==> src/rtl/ram_burst_master.sv <==
// Burst initiator for a single-port RAM with synchronous write and combinational read.
// Commands and write beats arrive over valid/ready; read beats return over a response stream.
module ram_burst_master #(
    parameter int DATA_WIDTH = 8,
    parameter int ADDR_WIDTH = 4,
    parameter int LEN_WIDTH  = 4
) (
    input  logic                  clk,
    input  logic                  rst_n,
    input  logic                  cmd_valid,
    output logic                  cmd_ready,
    input  logic                  cmd_write,
    input  logic [ADDR_WIDTH-1:0] cmd_addr,
    input  logic [LEN_WIDTH-1:0]  cmd_len,
    input  logic                  wr_valid,
    output logic                  wr_ready,
    input  logic [DATA_WIDTH-1:0] wr_data,
    output logic                  rsp_valid,
    input  logic                  rsp_ready,
    output logic [DATA_WIDTH-1:0] rsp_data,
    output logic                  rsp_last,
    output logic [ADDR_WIDTH-1:0] mem_addr,
    output logic [DATA_WIDTH-1:0] mem_data,
    output logic                  mem_we,
    input  logic [DATA_WIDTH-1:0] mem_q,
    output logic                  busy
);

    typedef enum logic [1:0] {S_IDLE, S_WRITE, S_READ} state_t;

    localparam logic [ADDR_WIDTH-1:0] ADDR_ONE = ADDR_WIDTH'(1);
    localparam logic [LEN_WIDTH-1:0]  CNT_ONE  = LEN_WIDTH'(1);

    state_t                  r_state, w_state_nxt;
    logic [LEN_WIDTH-1:0]    r_cnt, w_cnt_nxt;
    logic [ADDR_WIDTH-1:0]   r_waddr, w_waddr_nxt;
    logic [ADDR_WIDTH-1:0]   r_mem_addr, w_mem_addr_nxt;
    logic [DATA_WIDTH-1:0]   r_mem_data, w_mem_data_nxt;
    logic                    r_mem_we, w_mem_we_nxt;
    logic                    r_rsp_valid, w_rsp_valid_nxt;
    logic [DATA_WIDTH-1:0]   r_rsp_data, w_rsp_data_nxt;
    logic                    r_rsp_last, w_rsp_last_nxt;
    logic                    w_slot_free;

    assign w_slot_free = !r_rsp_valid || rsp_ready;

    always_ff @(posedge clk) begin
        if (!rst_n) begin
            r_state     <= S_IDLE;
            r_cnt       <= '0;
            r_waddr     <= '0;
            r_mem_addr  <= '0;
            r_mem_data  <= '0;
            r_mem_we    <= 1'b0;
            r_rsp_valid <= 1'b0;
            r_rsp_data  <= '0;
            r_rsp_last  <= 1'b0;
        end else begin
            r_state     <= w_state_nxt;
            r_cnt       <= w_cnt_nxt;
            r_waddr     <= w_waddr_nxt;
            r_mem_addr  <= w_mem_addr_nxt;
            r_mem_data  <= w_mem_data_nxt;
            r_mem_we    <= w_mem_we_nxt;
            r_rsp_valid <= w_rsp_valid_nxt;
            r_rsp_data  <= w_rsp_data_nxt;
            r_rsp_last  <= w_rsp_last_nxt;
        end
    end

    always_comb begin
        w_state_nxt     = r_state;
        w_cnt_nxt       = r_cnt;
        w_waddr_nxt     = r_waddr;
        w_mem_addr_nxt  = r_mem_addr;
        w_mem_data_nxt  = r_mem_data;
        w_mem_we_nxt    = 1'b0;
        // A pending beat (including the last one held in IDLE) drains on rsp_ready.
        w_rsp_valid_nxt = r_rsp_valid && !rsp_ready;
        w_rsp_data_nxt  = r_rsp_data;
        w_rsp_last_nxt  = r_rsp_last;

        case (r_state)
            S_IDLE: begin
                if (cmd_valid) begin
                    w_cnt_nxt = cmd_len;
                    if (cmd_write) begin
                        w_waddr_nxt = cmd_addr;
                        w_state_nxt = S_WRITE;
                    end else begin
                        w_mem_addr_nxt = cmd_addr;
                        w_state_nxt    = S_READ;
                    end
                end
            end
            S_WRITE: begin
                if (wr_valid) begin
                    w_mem_we_nxt   = 1'b1;
                    w_mem_addr_nxt = r_waddr;
                    w_mem_data_nxt = wr_data;
                    w_waddr_nxt    = r_waddr + ADDR_ONE;
                    w_cnt_nxt      = r_cnt - CNT_ONE;
                    if (r_cnt == '0) w_state_nxt = S_IDLE;
                end
            end
            S_READ: begin
                // mem_q reflects r_mem_addr this cycle; advancing the address only
                // when the response slot frees keeps stalls lossless.
                if (w_slot_free) begin
                    w_rsp_data_nxt  = mem_q;
                    w_rsp_valid_nxt = 1'b1;
                    w_rsp_last_nxt  = (r_cnt == '0);
                    w_mem_addr_nxt  = r_mem_addr + ADDR_ONE;
                    w_cnt_nxt       = r_cnt - CNT_ONE;
                    if (r_cnt == '0) w_state_nxt = S_IDLE;
                end
            end
            default: w_state_nxt = S_IDLE;
        endcase
    end

    assign cmd_ready = (r_state == S_IDLE);
    assign wr_ready  = (r_state == S_WRITE);
    assign busy      = (r_state != S_IDLE) || r_mem_we;
    assign mem_addr  = r_mem_addr;
    assign mem_data  = r_mem_data;
    assign mem_we    = r_mem_we;
    assign rsp_valid = r_rsp_valid;
    assign rsp_data  = r_rsp_data;
    assign rsp_last  = r_rsp_last;

endmodule

==> config.mk <==
export PLATFORM = sky130hd
export DESIGN_NAME = ram_burst_master
export DESIGN_NICKNAME = d
export VERILOG_FILES = /design/src/rtl/ram_burst_master.sv
export SDC_FILE = /design/constraint.sdc
export NUM_CORES = 1
export LEC_CHECK = 0
export CELL_PAD_IN_SITES_DETAIL_PLACEMENT = 1
export CELL_PAD_IN_SITES_GLOBAL_PLACEMENT = 1
export CORE_UTILIZATION = 32
export CTS_CLUSTER_SIZE = 30
export DETAILED_ROUTE_END_ITERATION = 10
export GPL_TIMING_DRIVEN = 0
export PLACE_DENSITY_LB_ADDON = 0.1
export SYNTH_ARGS = -nofsm -noshare
export SYNTH_HDL_FRONTEND = slang
export SYNTH_SLANG_ARGS = --single-unit
==> constraint.sdc <==
create_clock -name clk -period 3.05 [get_ports clk]
set_input_delay 0.915 -clock clk [delete_from_list [all_inputs] [get_ports clk]]
set_output_delay 0.915 -clock clk [all_outputs]
set_load 0.01 [all_outputs]
==> impl_metrics.prom, run 1 <==
# TYPE chip_impl_metric gauge
chip_impl_info{name="outcome",value="finished clean"} 1
chip_impl_metric{name="cts_max_level",unit=""} 2
chip_impl_metric{name="detail_route.first_pass.iterations",unit=""} 4
chip_impl_metric{name="post-route-worst-setup-slack",unit="ns"} 0.376
chip_impl_info{name="cts_tree",value="done"} 1
chip_impl_metric{name="postSynthCellCount",unit=""} 186
chip_impl_metric{name="final-setup-viol-count",unit=""} 0
chip_impl_info{name="ys.flop_type",value="dfxtp_1"} 1
chip_impl_metric{name="synth_warnings",unit=""} 0
chip_impl_metric{name="viasPerCell",unit=""} 4.91
chip_impl_metric{name="p_per_area",unit="mW/mm^2"} 658
chip_impl_metric{name="finalCriticalPeriod",unit="ns"} 2.67
chip_impl_metric{name="max-clock-path-buffers",unit=""} 2
chip_impl_metric{name="hold_viol",unit=""} 0
chip_impl_info{name="timing.critical_path.to_type",value="register"} 1
chip_impl_metric{name="drc",unit=""} 0
chip_impl_metric{name="fraction_of_registers_with_async_set_reset",unit=""} 0
chip_impl_metric{name="cts-buffers-inserted",unit=""} 5
chip_impl_metric{name="placed_cells",unit=""} 307
chip_impl_metric{name="post-route-period-util",unit=""} 0.877
chip_impl_metric{name="placed_cell_areas",unit="mm^2"} 0.00224
chip_impl_metric{name="floorplan.die_area",unit="mm^2"} 0.00534
chip_impl_metric{name="number_of_global_route_vias_before_repair",unit=""} 1531
chip_impl_metric{name="drt-initial-drc-count",unit=""} 42
chip_impl_metric{name="ff_latch_count_synth",unit=""} 33
chip_impl_metric{name="worst_slew_pin_slew",unit="ns"} 0.898
chip_impl_info{name="hold_class",value="register to register"} 1
chip_impl_metric{name="synth_cell_type_count",unit=""} 41
chip_impl_metric{name="cell_count_final_fillers_out",unit=""} 314
chip_impl_metric{name="fp-row-count",unit=""} 25
chip_impl_metric{name="ant_diodes",unit=""} 0
chip_impl_metric{name="post-cts-setup-buffer-count",unit=""} 0
chip_impl_metric{name="worst_slew_margin_rel",unit=""} 0.386
chip_impl_metric{name="antenna_left",unit=""} 0
chip_impl_info{name="synth_top_cells_by_area",value="dfxtp_1 41%, mux2i_1 6.8%, a21oi_1 6.2%"} 1
chip_impl_metric{name="worst_skew_pair.late_latency",unit="ns"} 0.28
chip_impl_metric{name="avg_cell_area_syn",unit="um^2"} 8.69
chip_impl_metric{name="detail_route.wirelength",unit="um"} 4410
chip_impl_metric{name="detailedPlace.worstSlack",unit="ns"} -0.0653
chip_impl_info{name="netlist.top_cell.by_area",value="dfxtp_1"} 1
chip_impl_metric{name="fillers",unit=""} 565
chip_impl_metric{name="share_of_post_route_cells_with_drive_strength_above_1",unit=""} 0.0688
chip_impl_metric{name="total_leakage_power",unit="nW"} 0.939
chip_impl_info{name="cts_root_buf",value="clkbuf_8"} 1
chip_impl_metric{name="grt_overflow_total",unit=""} 0
chip_impl_info{name="timing_worst_setup_path_type",value="input pin to register"} 1
chip_impl_metric{name="register_clock_pin_slew_on_the_reported_worst_setup_and_hold_paths",unit="ns"} 0.07
chip_impl_metric{name="grt_pass1_wl",unit="um"} 7440
chip_impl_metric{name="post-route-cell-area",unit="mm^2"} 0.00234
chip_impl_metric{name="global_route.usage.total",unit=""} 0.184
chip_impl_metric{name="io_pins",unit=""} 56
chip_impl_metric{name="synth_largest_type_area_fraction",unit=""} 0.409
chip_impl_metric{name="detailed_place_hpwl",unit="um"} 3300
chip_impl_metric{name="maxCapViolations",unit=""} 0
chip_impl_metric{name="num-nets-final",unit=""} 284
chip_impl_info{name="rsz0062_at_grt",value="no"} 1
chip_impl_metric{name="core_area",unit="mm^2"} 0.00479
chip_impl_metric{name="gp_congestion",unit=""} 0.751
chip_impl_metric{name="fmax",unit="MHz"} 374
chip_impl_metric{name="critical_path_arrival",unit="ns"} 2.89
chip_impl_metric{name="die_x",unit="um"} 73.1
chip_impl_metric{name="grt_antenna_before_repair",unit=""} 0
chip_impl_metric{name="io_buffer_count",unit=""} 54
chip_impl_info{name="cp-start-kind",value="input pin"} 1
chip_impl_metric{name="cts_sink_cnt",unit=""} 33
chip_impl_metric{name="die_h",unit="um"} 73.1
chip_impl_metric{name="synth_nets",unit=""} 223
chip_impl_metric{name="required",unit="ns"} 3.26
chip_impl_metric{name="fin_skew",unit="ns"} 0.00576
chip_impl_metric{name="total_power_draw",unit="mW"} 1.54
chip_impl_metric{name="slack_of_the_worst_reg_to_reg_path",unit="ns"} 0.67
chip_impl_metric{name="start_util",unit=""} 0.338
chip_impl_metric{name="critical_path_peak_fanout",unit=""} 9
chip_impl_metric{name="sequential_cell_area_fraction_in_the_yosys_report",unit=""} 0.409
chip_impl_metric{name="slew_viol_final",unit=""} 0
chip_impl_metric{name="grt_max_degree",unit=""} 11
chip_impl_metric{name="drt-wirelength-per-cell",unit="um"} 14.0
chip_impl_metric{name="synth-edff-count",unit=""} 0
chip_impl_metric{name="dr_total_vias",unit=""} 1543
chip_impl_metric{name="worst_ir_drop_vdd",unit="mV"} 0.266
chip_impl_metric{name="syn-cell-area",unit="mm^2"} 0.00162
chip_impl_metric{name="areaGrowthSynthToFinish",unit="%"} 44.6
## synthesized netlist by cell type, types with 2 or more instances
| cell | n |
|---|---|
| dfxtp_1 | 33 |
| a21oi_1 | 20 |
| nand2_1 | 19 |
| nor2_1 | 16 |
| inv_1 | 12 |
| mux2i_1 | 11 |
| o21ai_0 | 11 |
| nand3_1 | 10 |
| ha_1 | 7 |
| clkbuf_1 | 4 |
| a221oi_1 | 3 |
| o2111ai_1 | 3 |
| a221o_1 | 2 |
| clkbuf_8 | 2 |
| nand3b_1 | 2 |
| nor2b_1 | 2 |
| nor2b_4 | 2 |
| o211ai_1 | 2 |
| or3_1 | 2 |
| or4_1 | 2 |
## cell usage in the layout (no fill, tap or decap), types with 4 or more instances in the layout
cell type / Yosys / layout
clkbuf_8: 2 / 8
inv_1: 12 / 12
nor2_1: 16 / 16
nand3_1: 10 / 10
a21oi_1: 20 / 20
o21ai_0: 11 / 11
ha_1: 7 / 7
clkdlybuf4s50_1: 0 / 54
mux2i_1: 11 / 11
dfxtp_1: 33 / 33
nand2_1: 19 / 19
clkbuf_1: 4 / 4
## report_power, final
part	switching, mW	internal, mW	total [mW]	leakage [nW]
logic	0.318	0.315	0.633	0.626
clock network	0.163	0.178	0.342	0.0433
registers	0.0601	0.504	0.564	0.269
total	0.542	0.997	1.54	0.939
## state kept, by name, indices dropped and copies added (netlist names)
name and cells:
mem_data 8, r_waddr 4, r_state 2, rsp_valid 1, mem_addr 4, rsp_last 1
mem_we 1, rsp_data 8, r_cnt 4
## cell families after synthesis
group	Yosys count	share of synthesized area
and+or+nand+nor	64	0.203
DFF	33	0.409
AOI/OAI and AO/OA	48	0.188
muxes	11	0.0681
adders and majority gates	7	0.0542
buffers and inverters	21	0.0673
xor gates and xnor gates	2	0.0108
## per-stage QoR
| stage | TNS (ns) | hold slack [ns] | util |
|---|---|---|---|
| after floorplan | 0 | 0.441 | - |
| after global placement | -0.0410 | 0.441 | 0.468 |
| after detailed placement | -0.0653 | 0.450 | 0.468 |
| after CTS | 0 | 0.458 | 0.487 |
| after global routing | 0 | 0.480 | 0.488 |
| final | 0 | 0.454 | 0.488 |
## repair_timing
item	CTS	global route
hold buffers	0	0
endpoints found under the setup margin	0	1
gates resized for setup	0	1
## path summary, 6_finish.rpt
check	cells after the start	end	startpoint
setup / recovery	6	mem_addr[0]	rsp_ready
hold reg to reg	2	mem_data[7]	mem_data[7]
hold / removal	2	mem_data[7]	mem_data[7]
setup reg to reg	7	mem_addr[0]	r_state[1]
## layout make-up
| class | count | area (um^2) | share of cell area |
|---|---|---|---|
| plain buffers | 9 | 63.8 | 0.0273 |
| clock buffers | 6 | 82.6 | 0.0353 |
| clock inverters | 1 | 7.51 | 0.00321 |
| inverters | 12 | 45.0 | 0.0193 |
| multi-input cells | 132 | 853 | 0.365 |
| flip-flops and latches | 33 | 661 | 0.283 |
| well taps | 67 | 83.8 | 0.0359 |
| repair buffers | 54 | 541 | 0.231 |
## critical path, cell delays in order
cell and delay (ns):
clkdlybuf4s50_1 0.49, and3b_1 0.21, or4_1 0.41, clkbuf_2 0.20, or4_1 0.53, a21oi_1 0.13
## routing by layer
metal / GRT usage / up-vias / wire, um
li1: - / 778 / -
met1: 0.237 / 718 / 2110
met2: 0.290 / 42 / 2000
met3: 0.0552 / 5 / 245
met4: 0.0697 / 0 / 51
met5: 0 / - / 0
(Power assumes the default switching activity.)
==> inputs of run 2 (changes only) <==
--- a/config.mk
+++ b/config.mk
@@ -10,6 +10,7 @@
 export CORE_UTILIZATION = 32
 export CTS_CLUSTER_SIZE = 30
 export DETAILED_ROUTE_END_ITERATION = 10
+export GPL_ROUTABILITY_DRIVEN = 0
 export GPL_TIMING_DRIVEN = 0
 export PLACE_DENSITY_LB_ADDON = 0.1
 export SYNTH_ARGS = -nofsm -noshare
==> constraint.sdc (replaced) <==
create_clock -name clk -period 2.6 [get_ports clk]
set_input_delay 0.78 -clock clk [delete_from_list [all_inputs] [get_ports clk]]
set_output_delay 0.78 -clock clk [all_outputs]
set_load 0.01 [all_outputs]
==> impl_metrics.prom, run 2 (synthesis gave the netlist of run 1 again) <==
# TYPE chip_impl_metric gauge
chip_impl_metric{name="multi_input_area",unit="um^2"} 857
chip_impl_metric{name="totalNegativeSetupSlack",unit="ns"} 0
chip_impl_metric{name="fillers",unit=""} 564
chip_impl_metric{name="core_area",unit="mm^2"} 0.00479
chip_impl_metric{name="register_clock_pin_slew_on_the_reported_worst_setup_and_hold_paths",unit="ns"} 0.07
chip_impl_metric{name="total_power_draw",unit="mW"} 1.81
chip_impl_metric{name="floorplan.die_area",unit="mm^2"} 0.00534
chip_impl_info{name="commonest_non_fill_non_tap_cell_in_the_layout",value="clkdlybuf4s50_1"} 1
chip_impl_metric{name="ant_diodes",unit=""} 0
chip_impl_metric{name="io_buffer_count",unit=""} 54
chip_impl_metric{name="detail_route.wirelength",unit="um"} 4410
chip_impl_metric{name="grt_antenna_before_repair",unit=""} 0
chip_impl_metric{name="drc",unit=""} 0
chip_impl_metric{name="cts_sink_cnt",unit=""} 33
chip_impl_info{name="critPathMostFrequentCell",value="or4_1"} 1
chip_impl_metric{name="fmax",unit="MHz"} 396
chip_impl_metric{name="fin_skew",unit="ns"} 0.00624
chip_impl_metric{name="die_h",unit="um"} 73.1
chip_impl_metric{name="hold-worst-slack",unit="ns"} 0.454
chip_impl_metric{name="grt_max_degree",unit=""} 11
chip_impl_metric{name="areaGrowthSynthToFinish",unit="%"} 44.8
chip_impl_metric{name="detail_route.first_pass.iterations",unit=""} 4
chip_impl_metric{name="antenna_left",unit=""} 0
chip_impl_info{name="timing_worst_setup_path_type",value="input pin to register"} 1
chip_impl_metric{name="post-cts-setup-buffer-count",unit=""} 0
chip_impl_metric{name="final-setup-viol-count",unit=""} 0
chip_impl_metric{name="worst_slew_margin_rel",unit=""} 0.531
chip_impl_metric{name="register_area",unit="um^2"} 661
chip_impl_metric{name="io_pins",unit=""} 56
chip_impl_metric{name="max-clock-path-buffers",unit=""} 2
chip_impl_metric{name="p_per_area",unit="mW/mm^2"} 774
chip_impl_metric{name="finalCriticalPeriod",unit="ns"} 2.52
chip_impl_metric{name="drt-wirelength-per-cell",unit="um"} 14.0
chip_impl_info{name="timing.critical_path.to_type",value="register"} 1
chip_impl_metric{name="grt_pass1_wl",unit="um"} 7470
chip_impl_metric{name="slew_viol_final",unit=""} 0
chip_impl_info{name="cts_root_buf",value="clkbuf_8"} 1
chip_impl_metric{name="cts_max_level",unit=""} 2
chip_impl_metric{name="highest_cell_delay_on_the_worst_timing_path",unit="ns"} 0.52
chip_impl_info{name="cp-start-kind",value="input pin"} 1
chip_impl_metric{name="maxCapViolations",unit=""} 0
chip_impl_metric{name="worst_ir_drop_vdd",unit="mV"} 0.314
chip_impl_metric{name="viasPerCell",unit=""} 4.93
chip_impl_metric{name="drt-initial-drc-count",unit=""} 37
chip_impl_metric{name="postCtsHoldBufs",unit=""} 0
chip_impl_metric{name="total_leakage_power",unit="nW"} 0.938
chip_impl_metric{name="fp-row-count",unit=""} 25
chip_impl_metric{name="critical_path_arrival",unit="ns"} 2.74
chip_impl_info{name="cts_tree",value="done"} 1
chip_impl_info{name="rsz0062_at_grt",value="no"} 1
chip_impl_info{name="cells_traversed_along_the_worst_timing_path",value="clkdlybuf4s50_1 > and3b_1 > or4_1 > buf_2 > or4_1 > a21oi_1"} 1
chip_impl_metric{name="share_of_post_route_cells_with_drive_strength_above_1",unit=""} 0.0729
chip_impl_metric{name="worst_skew_pair.late_latency",unit="ns"} 0.28
chip_impl_metric{name="hold_viol",unit=""} 0
chip_impl_metric{name="post-route-cell-area",unit="mm^2"} 0.00234
chip_impl_metric{name="util_after_layout",unit=""} 0.489
chip_impl_metric{name="detailed_place_hpwl",unit="um"} 3300
chip_impl_metric{name="worst_slew_pin_slew",unit="ns"} 0.702
chip_impl_info{name="critical-path-slowest-cell",value="or4_1"} 1
chip_impl_metric{name="cts-buffers-inserted",unit=""} 5
chip_impl_info{name="outcome",value="finished clean"} 1
chip_impl_metric{name="required",unit="ns"} 2.81
chip_impl_metric{name="placed_cell_areas",unit="mm^2"} 0.00224
chip_impl_metric{name="dr_total_vias",unit=""} 1549
chip_impl_metric{name="start_util",unit=""} 0.338
chip_impl_metric{name="number_of_global_route_vias_before_repair",unit=""} 1538
chip_impl_metric{name="die_x",unit="um"} 73.1
chip_impl_info{name="most_frequent_cells_in_the_layout",value="54 x clkdlybuf4s50_1, 33 x dfxtp_1, 20 x a21oi_1"} 1
chip_impl_info{name="hold_class",value="register to register"} 1
chip_impl_metric{name="grt_overflow_total",unit=""} 0
chip_impl_metric{name="num-nets-final",unit=""} 284
chip_impl_metric{name="critical_path_peak_fanout",unit=""} 9
chip_impl_metric{name="global_route.usage.total",unit=""} 0.185
chip_impl_metric{name="post-route-period-util",unit=""} 0.970
-- run 2: cell count changes in the layout (fill, tap and decap cells not counted), sizes merged --
cell,previous run,this run
buf,1,2
clkbuf,13,12
-- run 2: metal layers --
metal	GRT usage	vias to the layer above	routed length (um)	part of all wire
met2	0.292	46	2000	0.45
met5	0	-	0	0
li1	-	778	-	-
met3	0.0552	5	266	0.060
met4	0.0697	0	51	0.012
met1	0.237	720	2090	0.47
-- run 2: stage by stage --
| step | instances | setup WS, ns |
|---|---|---|
| floorplan | 186 | 0.343 |
| global placement | 307 | -0.356 |
| CTS | 314 | 0.0531 |
| global route | 314 | 0.0116 |
| detailed placement | 307 | -0.380 |
| finish | 314 | 0.0771 |
-- run 2: where the power goes --
| group | total (mW) | internal (mW) | switching (mW) |
|---|---|---|---|
| clock | 0.400 | 0.209 | 0.191 |
| combinational | 0.749 | 0.374 | 0.375 |
| sequential | 0.662 | 0.591 | 0.0707 |
-- run 2: critical path: cells and delay by family --
family | cells | cell delay, ns
AOI/OAI and AO/OA | 1 | 0.13
and+or+nand+nor | 3 | 1.14
buffers and inverters | 2 | 0.68
-- run 2: repair_timing --
action,4_1_cts,5_1_grt
endpoints found under the setup margin,1,3
gates resized for setup,1,3
hold endpoints to repair,0,0
pin swaps,0,0
-- run 2: area by class of cell --
cell class                 count  area share
tap                           67      0.0358
multi-input combinational    132       0.366
inverter                      12      0.0192
sequential                    33       0.282
clock inverter                 1     0.00321
clock buffer                   6      0.0353
buffer                         9      0.0273
timing repair buffer          54       0.231
-- run 2: worst paths after layout --
path	startpoint	to	slack (ns)	cells past startpoint
max	rsp_ready	mem_addr[0]	0.08	6
min	mem_data[7]	mem_data[7]	0.45	2
max reg2reg	r_state[1]	mem_addr[0]	0.28	7
min reg2reg	mem_data[7]	mem_data[7]	0.45	2
==> inputs of run 3 (changes only) <==
--- a/config.mk
+++ b/config.mk
@@ -12,6 +12,7 @@
 export DETAILED_ROUTE_END_ITERATION = 10
 export GPL_ROUTABILITY_DRIVEN = 0
 export GPL_TIMING_DRIVEN = 0
+export HOLD_SLACK_MARGIN = 0.03
 export PLACE_DENSITY_LB_ADDON = 0.1
 export SYNTH_ARGS = -nofsm -noshare
 export SYNTH_HDL_FRONTEND = slang
==> results of run 3 <==
Same layout as run 2: the final DEF is identical, and so are final timing and power.
